File: config.mk
export PLATFORM = sky130hd
export DESIGN_NAME = alu_seq_flat
export DESIGN_NICKNAME = d
export VERILOG_FILES = /design/src/rtl/alu_seq_if.sv /design/src/rtl/alu_seq.sv /design/src/flat_wrapper.sv
export SDC_FILE = /design/constraint.sdc
export NUM_CORES = 1
export LEC_CHECK = 0
export BUFFER_PORTS_ARGS = -buffer_cell sky130_fd_sc_hd__buf_2
export CORE_UTILIZATION = 55
export DETAILED_ROUTE_END_ITERATION = 8
export PLACE_DENSITY = 0.74
export SLEW_MARGIN = 5
export SYNTH_ARGS = -nofsm -noshare
export SYNTH_HDL_FRONTEND = slang
export SYNTH_SLANG_ARGS = --single-unit
File: constraint.sdc
create_clock -name clk -period 7.8 [get_ports clk]
set_clock_uncertainty 0.1 [all_clocks]
set_input_delay 0.39 -clock clk [delete_from_list [all_inputs] [get_ports clk]]
set_output_delay 0.39 -clock clk [all_outputs]
set_load 0.005 [all_outputs]
File: src/rtl/alu_seq_if.sv
// Request/response bundle between the register-file side and alu_seq.
// The master drives operation requests and the slave returns results with flags.
interface alu_seq_if #(
  parameter int WIDTH = 8
);
  logic             E;
  logic             start;
  logic [3:0]       Mode;
  logic [WIDTH-1:0] Operand1;
  logic [WIDTH-1:0] Operand2;
  logic             busy;
  logic             done;
  logic [WIDTH-1:0] Out;
  logic [WIDTH-1:0] Out_hi;
  logic [3:0]       CFlags;
  logic             Flags;

  modport master (
    output E, start, Mode, Operand1, Operand2,
    input  busy, done, Out, Out_hi, CFlags, Flags
  );

  modport slave (
    input  E, start, Mode, Operand1, Operand2,
    output busy, done, Out, Out_hi, CFlags, Flags
  );
endinterface

File: src/rtl/alu_seq.sv
// Registered WIDTH-bit ALU with a start/busy/done handshake.
// Logic and add/sub ops finish in one cycle; MUL (shift-add) and DIV (restoring) iterate WIDTH cycles.
module alu_seq #(
  parameter int WIDTH = 8,
  parameter int CNT_W = $clog2(WIDTH) + 1
) (
  input logic      clk,
  input logic      rst_n,
  alu_seq_if.slave bus
);
  typedef enum logic [1:0] {IDLE, EXEC, DONE} state_t;
  typedef enum logic [3:0] {
    OP_ADD, OP_SUB, OP_MUL, OP_DIV, OP_AND, OP_OR, OP_XOR, OP_NOT,
    OP_SHL, OP_SHR, OP_ROL, OP_ROR, OP_CMP, OP_INC, OP_DEC, OP_RSVD
  } op_t;

  localparam int MSB = WIDTH - 1;

  state_t           state;
  logic [CNT_W-1:0] cnt;
  logic             is_div;
  logic [WIDTH-1:0] part_hi;
  logic [WIDTH-1:0] part_lo;
  logic [WIDTH-1:0] operand;
  logic             busy_q;
  logic             done_q;
  logic             flags_q;
  logic [WIDTH-1:0] out_q;
  logic [WIDTH-1:0] out_hi_q;
  logic [3:0]       cflags_q;

  op_t              op;
  logic [WIDTH-1:0] a;
  logic [WIDTH-1:0] b;
  logic [WIDTH-1:0] res;
  logic [WIDTH-1:0] res_hi;
  logic [WIDTH:0]   wide;
  logic             c_f;
  logic             v_f;
  logic             err_f;
  logic             iterate;

  assign op      = op_t'(bus.Mode);
  assign a       = bus.Operand1;
  assign b       = bus.Operand2;
  assign iterate = (op == OP_MUL || op == OP_DIV) && (b != '0);

  // MUL/DIV only reach this path with a zero Operand2.
  always_comb begin
    res    = '0;
    res_hi = '0;
    wide   = '0;
    c_f    = 1'b0;
    v_f    = 1'b0;
    err_f  = 1'b0;
    case (op)
      OP_ADD: begin
        wide = {1'b0, a} + {1'b0, b};
        res  = wide[MSB:0];
        c_f  = wide[WIDTH];
        v_f  = (a[MSB] == b[MSB]) && (res[MSB] != a[MSB]);
      end
      OP_SUB, OP_CMP: begin
        wide = {1'b0, a} - {1'b0, b};
        res  = wide[MSB:0];
        c_f  = wide[WIDTH];
        v_f  = (a[MSB] != b[MSB]) && (res[MSB] != a[MSB]);
      end
      OP_MUL: res = '0;
      OP_DIV: begin
        res    = '1;
        res_hi = a;
        err_f  = 1'b1;
      end
      OP_AND: res = a & b;
      OP_OR:  res = a | b;
      OP_XOR: res = a ^ b;
      OP_NOT: res = ~a;
      OP_SHL: begin
        res = {a[MSB-1:0], 1'b0};
        c_f = a[MSB];
      end
      OP_SHR: begin
        res = {1'b0, a[MSB:1]};
        c_f = a[0];
      end
      OP_ROL: begin
        res = {a[MSB-1:0], a[MSB]};
        c_f = a[MSB];
      end
      OP_ROR: begin
        res = {a[0], a[MSB:1]};
        c_f = a[0];
      end
      OP_INC: begin
        wide = {1'b0, a} + (WIDTH+1)'(1);
        res  = wide[MSB:0];
        c_f  = wide[WIDTH];
        v_f  = !a[MSB] && res[MSB];
      end
      OP_DEC: begin
        wide = {1'b0, a} - (WIDTH+1)'(1);
        res  = wide[MSB:0];
        c_f  = wide[WIDTH];
        v_f  = a[MSB] && !res[MSB];
      end
      default: err_f = 1'b1;
    endcase
  end

  logic [WIDTH:0]   mul_sum;
  logic [WIDTH:0]   rem_sh;
  logic [WIDTH:0]   rem_diff;
  logic             rem_ge;
  logic [WIDTH-1:0] hi_n;
  logic [WIDTH-1:0] lo_n;
  logic             mul_c;

  // One iteration step: part_hi holds the partial product / remainder, part_lo the multiplier / quotient.
  always_comb begin
    mul_sum  = {1'b0, part_hi} + (part_lo[0] ? {1'b0, operand} : '0);
    rem_sh   = {part_hi, part_lo[MSB]};
    rem_diff = rem_sh - {1'b0, operand};
    rem_ge   = rem_sh >= {1'b0, operand};
    if (is_div) begin
      hi_n = rem_ge ? rem_diff[MSB:0] : rem_sh[MSB:0];
      lo_n = {part_lo[MSB-1:0], rem_ge};
    end else begin
      hi_n = mul_sum[WIDTH:1];
      lo_n = {mul_sum[0], part_lo[MSB:1]};
    end
    mul_c = !is_div && (hi_n != '0);
  end

  always_ff @(posedge clk or negedge rst_n) begin
    if (!rst_n) begin
      state    <= IDLE;
      cnt      <= '0;
      is_div   <= 1'b0;
      part_hi  <= '0;
      part_lo  <= '0;
      operand  <= '0;
      busy_q   <= 1'b0;
      done_q   <= 1'b0;
      flags_q  <= 1'b0;
      out_q    <= '0;
      out_hi_q <= '0;
      cflags_q <= '0;
    end else if (bus.E) begin
      case (state)
        IDLE: begin
          if (bus.start) begin
            busy_q <= 1'b1;
            if (iterate) begin
              state   <= EXEC;
              cnt     <= CNT_W'(WIDTH);
              is_div  <= (op == OP_DIV);
              part_hi <= '0;
              part_lo <= a;
              operand <= b;
            end else begin
              state    <= DONE;
              done_q   <= 1'b1;
              flags_q  <= err_f;
              cflags_q <= {c_f, res == '0, res[MSB], v_f};
              if (op != OP_CMP) begin
                out_q    <= res;
                out_hi_q <= res_hi;
              end
            end
          end
        end
        EXEC: begin
          part_hi <= hi_n;
          part_lo <= lo_n;
          cnt     <= cnt - CNT_W'(1);
          if (cnt == CNT_W'(1)) begin
            state    <= DONE;
            done_q   <= 1'b1;
            flags_q  <= 1'b0;
            out_q    <= lo_n;
            out_hi_q <= hi_n;
            cflags_q <= {mul_c, lo_n == '0, lo_n[MSB], mul_c};
          end
        end
        DONE: begin
          state  <= IDLE;
          busy_q <= 1'b0;
          done_q <= 1'b0;
        end
        default: state <= IDLE;
      endcase
    end
  end

  assign bus.busy   = busy_q;
  assign bus.done   = done_q;
  assign bus.Out    = out_q;
  assign bus.Out_hi = out_hi_q;
  assign bus.CFlags = cflags_q;
  assign bus.Flags  = flags_q;
endmodule

File: src/flat_wrapper.sv
// flat-port wrapper written by rule: the top's interface ports become plain ports
module alu_seq_flat 
#(
  parameter int WIDTH = 8,
  parameter int CNT_W = $clog2(WIDTH) + 1
)
  (clk, rst_n, bus_E, bus_start, bus_Mode, bus_Operand1, bus_Operand2, bus_busy, bus_done, bus_Out, bus_Out_hi, bus_CFlags, bus_Flags);
  alu_seq_if #(.WIDTH(WIDTH)) bus_i ();
  input logic clk;
  input logic rst_n;
  input wire logic [$bits(bus_i.E)-1:0] bus_E;
  input wire logic [$bits(bus_i.start)-1:0] bus_start;
  input wire logic [$bits(bus_i.Mode)-1:0] bus_Mode;
  input wire logic [$bits(bus_i.Operand1)-1:0] bus_Operand1;
  input wire logic [$bits(bus_i.Operand2)-1:0] bus_Operand2;
  output wire logic [$bits(bus_i.busy)-1:0] bus_busy;
  output wire logic [$bits(bus_i.done)-1:0] bus_done;
  output wire logic [$bits(bus_i.Out)-1:0] bus_Out;
  output wire logic [$bits(bus_i.Out_hi)-1:0] bus_Out_hi;
  output wire logic [$bits(bus_i.CFlags)-1:0] bus_CFlags;
  output wire logic [$bits(bus_i.Flags)-1:0] bus_Flags;
  assign bus_i.E = bus_E;
  assign bus_i.start = bus_start;
  assign bus_i.Mode = bus_Mode;
  assign bus_i.Operand1 = bus_Operand1;
  assign bus_i.Operand2 = bus_Operand2;
  assign bus_busy = bus_i.busy;
  assign bus_done = bus_i.done;
  assign bus_Out = bus_i.Out;
  assign bus_Out_hi = bus_i.Out_hi;
  assign bus_CFlags = bus_i.CFlags;
  assign bus_Flags = bus_i.Flags;
  alu_seq #(.WIDTH(WIDTH), .CNT_W(CNT_W)) u_core (.clk(clk), .rst_n(rst_n), .bus(bus_i));
endmodule
==> results.py <==
metrics = {
    "status": {
        "status": "finished clean",
    },
    "timing": {
        "fin_tns_setup_ps": 0,
        "final-max-slew-violation-count": 0,
        "hold_viol": 0,
        "tightest_slew_ps": 1230,
        "grt_setup_unrepaired": "false",
        "timing.slew.headroom_pct": 17.5,
        "min_period_ps": 3550,
        "finalWorstSetupSlack_ps": 4250,
        "finalCritPeriodShare_pct": 45.5,
        "setup_viol": 0,
        "fmax_mhz": 282,
    },
    "route": {
        "firstDrtPassIters": 6,
        "wire_per_inst_um": 20.6,
        "routed-wl-met3_mm": 1.16,
        "wl_mm": 16.8,
        "top_layer": "met4",
        "drc": 0,
        "via_count": 5375,
        "met2WireLength_mm": 7.76,
        "drtIter0Drc": 336,
        "antenna_left": 0,
        "vias_per_cell": 6.60,
        "drt-met1-wl_mm": 7.15,
    },
    "pwr": {
        "ir_worst_vdd_mv": 0.121,
        "power_density_nw_per_um2": 296,
        "p_leak_nw": 2.49,
    },
    "floorplanning": {
        "die-area_um2": 10200,
        "initial_utilization_pct": 57.8,
        "die_h_um": 101,
        "ios": 47,
        "core_um2": 9370,
        "die_x_um": 101,
        "row_count": 35,
    },
    "worst_setup_path": {
        "r2r_start": "u_core.operand[4]",
        "arrival_ps": 3620,
        "cp_slowest_cell": "a221oi_1",
        "crit_path_start_kind": "register",
        "critPathLaunch": "u_core.operand[4]",
        "crit_path_end_kind": "register",
        "required_ps": 7870,
        "critPathKind": "register to register",
        "crit_fanout": 13,
        "r2r_slack_ps": 4250,
        "worstPathCellList": "inv_1, ha_1, a21o_1, a221oi_1, o21a_1, o311ai_0, a221o_1, nor4_1, a22oi_1",
        "max_stage_delay_ps": 500,
    },
    "logic_synthesis": {
        "ys_seq_elements": 54,
        "ys_seq_area_share_pct": 25.0,
        "yosysWarnings": 0,
        "syn-instance-count": 672,
        "ys.flop_type": "dfrtp_1",
        "synth_edf_count": 0,
        "synth_area_um2": 5410,
        "postSynthAreaPerCell_um2": 8.06,
        "ys_async_sr_fraction_pct": 100,
        "synth_nets": 746,
        "ys_types": 77,
    },
    "clock_network": {
        "cts.sinks": 54,
        "cts_buffer_depth": 2,
        "postCtsHoldBufs": 0,
        "cts-htree-levels": 2,
        "cts_tree": "built",
        "clock_latency_ps": 310,
        "post_cts_resized": 0,
        "cts.root.buffer_cell": "clkbuf_8",
        "path_clk_slew_ps": 100,
        "post_cts_buffers": 0,
        "cts_inserted_buffers": 5,
    },
    "layout": {
        "layout_common_cells": "69 x nand2_1, 54 x dfrtp_1, 49 x o21ai_0",
        "area_growth_syn_to_layout_pct": 5.89,
        "final_core_util_pct": 61.2,
        "num_antenna_cells": 0,
        "layout-drive-gt1-share_pct": 10.7,
        "layout_commonest_cell": "nand2_1",
        "fin_nets": 758,
    },
    "placed_design": {
        "dpl_worst_slack_ps": 4230,
        "gp_congestion": 1.01,
        "hpwl_mm": 12.7,
        "portBuffers": 46,
    },
    "global_route": {
        "grt_pass1_vias": 5041,
        "grt_first_pass_wirelength_mm": 26.7,
        "grt_max_degree": 55,
        "gr-total-overflow": 0,
        "grtUsageTotal_pct": 33.8,
        "antenna_found_initial": 0,
    },
    "hold_path": {
        "hold_path.class": "primary input to asynchronous set/reset pin",
    },
    "run": {
        "drv_cap": 0,
    },
}
## cell families after synthesis
family          synth area share (%)
xor+xnor                        1.62
flops                           25.0
buf+inv                         6.70
mux                             3.03
compound gates                  29.6
simple gates                    22.0
fa+ha+maj                       12.1
## per-layer routing
layer / global-route usage (%) / vias up
li1: - / 2521
met1: 45.4 / 2546
met2: 55.6 / 262
met3: 2.55 / 46
met4: 15.9 / 0
met5: 0 / -
## area by class of cell
class / count / area (um2)
clock buffers: 6 / 82.6
clock inverters: 2 / 16.3
fillers: 892 / 3640
inverters: 43 / 161
multi-input cells: 530 / 3700
flip-flops and latches: 54 / 1350
well taps: 129 / 161
repair buffers: 50 / 260
## path summary, 6_finish.rpt
kind / endpoint / cells past startpoint
worst max-delay path: u_core.bus.CFlags[3] / 9
worst min-delay path: u_core.part_hi[6] / 2
worst max register to register: u_core.bus.CFlags[3] / 9
worst min register to register: u_core.bus.Out_hi[0] / 2
max in group asynchronous: u_core.part_hi[3] / 2
min in group clk: u_core.state[1] / 2
## worst max-delay path, delay by kind of cell, from the launching register on
family	cells	cell delay [ps]
flip-flops	1	400
adder cells (fa/ha/maj)	1	370
buffers and inverters	1	70
AND/OR/NAND/NOR	1	430
AO/OA/AOI/OAI	6	2020
## flip-flops by register name (all words and copies together) (netlist names)
signal / count
u_core.bus.Out: 8
u_core.bus.Out_hi: 8
u_core.operand: 8
u_core.part_hi: 8
u_core.part_lo: 8
u_core.bus.CFlags: 4
u_core.cnt: 4
u_core.state: 2
u_core.bus.Flags: 1
u_core.bus.busy: 1
u_core.bus.done: 1
u_core.is_div: 1
## synthesized netlist by cell type (all sizes together) (6+ instances only)
library cell   n  area (um2)
a211oi         9        72.6
a21o          11        82.6
a21oi         38         190
a221o          6        60.1
a221oi         8        70.1
a31oi          9        71.3
and2          12        75.1
buf           20         108
clkbuf        25        93.8
dfrtp         54        1350
ha            46         576
inv           43         161
mux2i         13         130
nand2         69         259
nand2b        10        70.1
nand3         17        85.1
nor2          39         146
nor2b         12        75.1
nor3          10        50.1
nor3b          8        60.1
o211ai        14         105
o21ai         49         245
o22ai          8        50.1
o31ai         11        82.6
or2            6        37.5
or3            6        37.5
xnor2          6        52.6
## per-stage QoR
stage / instance area, um2 / instances / power, W / hold WS (ps)
3_3_place_gp: 5630 / 806 / 0.00148 / 359
5_1_grt: 5730 / 814 / 0.00184 / 164
4_1_cts: 5730 / 814 / 0.00168 / 118
6_report: 5730 / 814 / 0.00170 / 88.3
2_1_floorplan: 5410 / 672 / 0.00123 / -5.59
3_5_place_dp: 5630 / 806 / 0.00151 / 365
## where the power goes
group | switching [W] | leakage, nW | internal, W
clock network | 0.0000974 | 0.0478 | 0.0000733
registers | 0.000111 | 0.686 | 0.000400
logic | 0.000608 | 1.76 | 0.000407
No activity file was read; power rests on OpenSTA's default activity.
